[config.mk]
export PLATFORM = sky130hd
export DESIGN_NAME = mem_access_unit
export DESIGN_NICKNAME = d
export VERILOG_FILES = /design/src/rtl/mem_access_unit.sv
export SDC_FILE = /design/constraint.sdc
export NUM_CORES = 1
export LEC_CHECK = 0
export BUFFER_PORTS_ARGS = -buffer_cell sky130_fd_sc_hd__buf_2
export CELL_PAD_IN_SITES_DETAIL_PLACEMENT = 1
export CELL_PAD_IN_SITES_GLOBAL_PLACEMENT = 1
export CORE_ASPECT_RATIO = 0.5
export CORE_MARGIN = 3
export CORE_UTILIZATION = 30
export CTS_CLUSTER_SIZE = 16
export DETAILED_ROUTE_END_ITERATION = 16
export MAX_ROUTING_LAYER = met4
export PLACE_DENSITY = 0.73
export SYNTH_ARGS = -nofsm -noshare
export SYNTH_HDL_FRONTEND = slang
export SYNTH_SLANG_ARGS = --single-unit
[constraint.sdc]
create_clock -name clk -period 1.7 [get_ports clk]
set_input_delay 0.17 -clock clk [delete_from_list [all_inputs] [get_ports clk]]
set_output_delay 0.17 -clock clk [all_outputs]
set_load 0.01 [all_outputs]
[src/rtl/mem_access_unit.sv]
`default_nettype none
// ============================================================================
//  Module   : mem_access_unit
//  Purpose  : req/done sequencer between datapath and word-addressed memory;
//             sub-word loads with sign extension, sub-word stores by RMW.
//             Optional macro: MEM_ALIGN_CHECK_EN (misaligned abort with err).
//  Revision : 1.0 - initial release
// ============================================================================
module mem_access_unit #(
    parameter int AW = 32,
    parameter int DW = 32
) (
    input  logic          clk,
    input  logic          reset,
    input  logic          req,
    input  logic          req_we,
    input  logic [1:0]    req_size,
    input  logic          req_signed,
    input  logic [AW-1:0] req_addr,
    input  logic [DW-1:0] req_wdata,
    output logic          busy,
    output logic          done,
    output logic          err,
    output logic [DW-1:0] rdata,
    output logic [AW-1:0] mem_a,
    output logic          mem_we,
    output logic [DW-1:0] mem_wd,
    input  logic [DW-1:0] mem_rd
);

    typedef enum logic [1:0] {
        S_IDLE = 2'd0,
        S_RD   = 2'd1,
        S_WR   = 2'd2,
        S_DONE = 2'd3
    } state_t;

    localparam logic [1:0] c_SZ_BYTE = 2'b00;
    localparam logic [1:0] c_SZ_HALF = 2'b01;

    state_t        r_state;
    state_t        w_next;
    logic [1:0]    r_lane;
    logic          r_we;
    logic [1:0]    r_size;
    logic          r_signed;
    logic [DW-1:0] r_wdata;
    logic [DW-1:0] r_merge;
    logic [DW-1:0] r_rdata;
    logic [AW-1:0] r_mem_a;
    logic          w_misaligned;
    logic          w_req_sub;
    logic          w_sub;
    logic [7:0]    w_byte;
    logic [15:0]   w_half;
    logic [DW-1:0] w_load;
    logic [DW-1:0] w_merge;

    assign w_req_sub = (req_size == c_SZ_BYTE) || (req_size == c_SZ_HALF);
    assign w_sub     = (r_size == c_SZ_BYTE) || (r_size == c_SZ_HALF);

`ifdef MEM_ALIGN_CHECK_EN
    logic r_err;
    // size 2'b11 is handled as a word, so req_size[1] covers both word codes
    assign w_misaligned = ((req_size == c_SZ_HALF) && req_addr[0]) ||
                          (req_size[1] && (req_addr[1:0] != 2'b00));
    assign err = r_err;
`else
    assign w_misaligned = 1'b0;
    assign err          = 1'b0;
`endif

    always_ff @(posedge clk or negedge reset) begin
        if (!reset) begin
            r_state <= S_IDLE;
        end else begin
            r_state <= w_next;
        end
    end

    always_comb begin
        w_next = r_state;
        busy   = 1'b1;
        done   = 1'b0;
        mem_we = 1'b0;
        case (r_state)
            S_IDLE: begin
                busy = 1'b0;
                if (req) begin
                    if (w_misaligned)              w_next = S_DONE;
                    else if (!req_we || w_req_sub) w_next = S_RD;
                    else                           w_next = S_WR;
                end
            end
            S_RD:    w_next = r_we ? S_WR : S_DONE;
            S_WR: begin
                mem_we = 1'b1;
                w_next = S_DONE;
            end
            default: begin
                done   = 1'b1;
                w_next = S_IDLE;
            end
        endcase
    end

    // Load lane extraction, little-endian byte numbering
    always_comb begin
        case (r_lane)
            2'd1:    w_byte = mem_rd[15:8];
            2'd2:    w_byte = mem_rd[23:16];
            2'd3:    w_byte = mem_rd[31:24];
            default: w_byte = mem_rd[7:0];
        endcase
        w_half = r_lane[1] ? mem_rd[31:16] : mem_rd[15:0];
        case (r_size)
            c_SZ_BYTE: w_load = {{24{r_signed & w_byte[7]}}, w_byte};
            c_SZ_HALF: w_load = {{16{r_signed & w_half[15]}}, w_half};
            default:   w_load = mem_rd;
        endcase
    end

    always_comb begin
        w_merge = r_merge;
        if (r_size == c_SZ_BYTE) begin
            case (r_lane)
                2'd1:    w_merge[15:8]  = r_wdata[7:0];
                2'd2:    w_merge[23:16] = r_wdata[7:0];
                2'd3:    w_merge[31:24] = r_wdata[7:0];
                default: w_merge[7:0]   = r_wdata[7:0];
            endcase
        end else if (r_lane[1]) begin
            w_merge[31:16] = r_wdata[15:0];
        end else begin
            w_merge[15:0] = r_wdata[15:0];
        end
    end

    always_ff @(posedge clk or negedge reset) begin
        if (!reset) begin
            r_lane   <= 2'b00;
            r_we     <= 1'b0;
            r_size   <= 2'b00;
            r_signed <= 1'b0;
            r_wdata  <= '0;
            r_merge  <= '0;
            r_rdata  <= '0;
            r_mem_a  <= '0;
        end else begin
            if ((r_state == S_IDLE) && req) begin
                r_lane   <= req_addr[1:0];
                r_we     <= req_we;
                r_size   <= req_size;
                r_signed <= req_signed;
                r_wdata  <= req_wdata;
                // aborted requests never touch memory, so mem_a keeps its value
                if (!w_misaligned) r_mem_a <= {req_addr[AW-1:2], 2'b00};
            end
            if (r_state == S_RD) begin
                if (r_we) r_merge <= mem_rd;
                else      r_rdata <= w_load;
            end
        end
    end

`ifdef MEM_ALIGN_CHECK_EN
    always_ff @(posedge clk or negedge reset) begin
        if (!reset) begin
            r_err <= 1'b0;
        end else if ((r_state == S_IDLE) && req) begin
            r_err <= w_misaligned;
        end else if (r_state == S_DONE) begin
            r_err <= 1'b0;
        end
    end
`endif

    assign rdata  = r_rdata;
    assign mem_a  = r_mem_a;
    assign mem_wd = (r_state == S_WR) ? (w_sub ? w_merge : r_wdata) : '0;

endmodule
`default_nettype wire

==> results.cfg <==
[global_route]
grt_overflow = 0
track_usage_pct = 20.8
antenna_found_initial = 3
grt_pass1_wl_um = 35500
grt_max_degree = 48
grt_pass1_vias = 6150

[routing]
firstDrtPassIters = 4
antenna_left = 0
drt_iter0_markers = 504
viasPerCell = 5.18
via_count = 5891
drc = 0
routed_wl_um = 25700
wl_per_cell_um = 22.6

[worst_setup_path]
reg2reg_from = r_lane[1]$_DFFE_PN0P_
timing.critical_path.fanout_max = 6
critPathCaptureType = output port
arrival_ns = 1.86
worstSetupPathType = register to output port
critPathLaunch = r_lane[0]$_DFFE_PN0P_
critPathRequiredTime_ns = 1.53
cp-start-kind = register

[sta]
worstMarginPinSlew_ns = 0.526
setup_slack_ns = -0.331
hold_viol = 0
fin_crit_sh_pct = 119
timing.setup.tns_ns = -8.82
rsz0062_at_grt = true
slew_headroom_pct = 64.9
final_max_slew_viol_count = 0
fin_skew_ns = 0.00840
setup_viol = 51
fmaxAchievable_ghz = 0.492
fin_crit_ns = 2.03

[die]
die_w_um = 213
core_mm2 = 0.0208
rows = 37
design.portCount = 203
start_util_pct = 31.0
die_area_mm2 = 0.0234
die-height_um = 110

[placed_design]
dp_slack_ns = 0.0464
dpl.hpwl_um = 16300
place_congestion = 0.916
port_buffers = 199

[logic_synthesis]
synth.mux.area_fraction_pct = 20.7
synth_top_cell_area_share_pct = 52.0
yosys.area_share.simple_pct = 11.7
synth_top_family_by_area = multiplexers
syn_area_per_cell_um2 = 11.6
syn_area_mm2 = 0.00645
syn_inst = 557
synth_fa_ha_area_share_pct = 0.776
ys_seq_area_share_pct = 52.0
synthTopCellsByArea = dfrtp_1, mux2_2, mux2i_1
synth_compound_area_share_pct = 11.0
synth_xor_xnor_area_share_pct = 0
yosysWarnings = 0
synth_edf_count = 0
synth-seq-cells = 134
yosys.area.top_type = dfrtp_1
synthArstFlopShare_pct = 100
synth_cell_types = 44
synth_ff_type = dfrtp_1

[clocking]
clk_pin_slew_worst_paths_ns = 0.06
root_buffer = clkbuf_16
cts_sinks = 134
cts_tree = yes
clk_latency_ns = 0.42
cts_buffer_depth = 2
numCtsBuffers = 17
htree_levels = 4

[hold_path]
hp-class = primary input to register
min_from = req_wdata[18]

[layout]
layout_common_cells = buf_2, dfrtp_1, mux2_2
nNetsFinal = 957
drive_gt1_share_pct = 52.2
area_delta_synth_final_pct = 50.6
final_common_cell = buf_2

[power]
ir_worst_vdd_v = 0.000959
cellLeakagePower_nw = 4.51
pwr_density_cell_mw_per_mm2 = 2060

[status]
status = complete, but fails checks
violations = setup timing

[job]
drv_cap = 0
## layout make-up
cell class	count	area [um^2]
fillers	2269	11100
repair buffers	316	2220
inverters	6	27.5
diodes	5	12.5
well taps	273	342
clock buffers	25	495
multi-input cells	375	3190
flip-flops and latches	134	3360
clock inverters	4	70.1
## timing repair
action,4_1_cts,5_1_grt
hold buffers,64,1
pin swaps,9,13
endpoints found under the hold margin,99,1
endpoints found under the setup margin,33,110
gates cloned,0,2
buffers inserted,9,7
resized for setup,42,56
## per-layer routing
layer / track usage, % / wire (um) / up-vias
met3: 4.33 / 1020 / 73
met2: 34.0 / 12800 / 196
met5: - / 0 / -
met4: 8.67 / 1010 / 0
li1: - / - / 2599
met1: 25.4 / 10900 / 3023
## registers in the layout (all words and copies together), names as in the netlist, 2 cells and up
signal,cells
mem_a,30
r_merge,32
r_wdata,32
r_size,2
rdata,32
r_lane,2
r_state,2
## cell usage after synthesis, drive strengths merged (2+ instances only)
master	instances
a211o	10
a21oi	31
a221oi	10
a32o	3
and2	8
and3	4
buf	24
clkbuf	20
dfrtp	134
ha	4
inv	6
mux2	100
mux2i	21
nand2	40
nand2b	4
nand3	34
nand3b	7
nor2	30
nor2b	10
o2111a	2
o21ai	30
o221ai	12
o22ai	3
## critical path, stage by stage, from the launching register on
cell and delay (ns):
dfrtp_2 0.48, buf_6 0.16, nor4_4 0.27, buf_4 0.17
nand2b_1 0.06, o2111a_1 0.17, buf_6 0.14
## where the power goes
part | switching (mW) | total (mW) | internal [mW]
Clock | 1.37 | 3.66 | 2.29
Sequential | 1.47 | 6.29 | 4.82
Combinational | 5.27 | 10.0 | 4.74
## path summary, 6_finish.rpt
check,slack (ns),to,cells past startpoint
min,0.004,r_wdata[18]$_DFFE_PN0P_,2
min in group asynchronous,0.23,rdata[17]$_DFFE_PN0P_,2
min reg2reg,0.48,rdata[21]$_DFFE_PN0P_,2
max,-0.33,mem_wd[21],6
max in group asynchronous,0.84,mem_a[7]$_DFFE_PN0P_,3
max reg2reg,-0.06,rdata[7]$_DFFE_PN0P_,5
## metrics by stage
step	hold WS (ns)	cell area [um^2]	power, mW	cells	utilization [%]
floorplan	-0.126	6460	10.8	559	-
global placement	0.114	7920	13.9	1021	38.0
detailed placement	0.118	7920	14.3	1021	38.0
CTS	0.000325	9360	18.7	1123	44.9
global route	0.000389	9710	21.0	1136	46.6
finish	0.00354	9720	20.0	1138	46.6
## kinds of logic after synthesis
group                    Yosys count
flip-flops                       134
adder cells (fa/ha/maj)            4
other                              1
multiplexers                     121
AO/OA/AOI/OAI                    105
AND/OR/NAND/NOR                  142
buffers and inverters             50
Power figures use the tool's default switching activity.
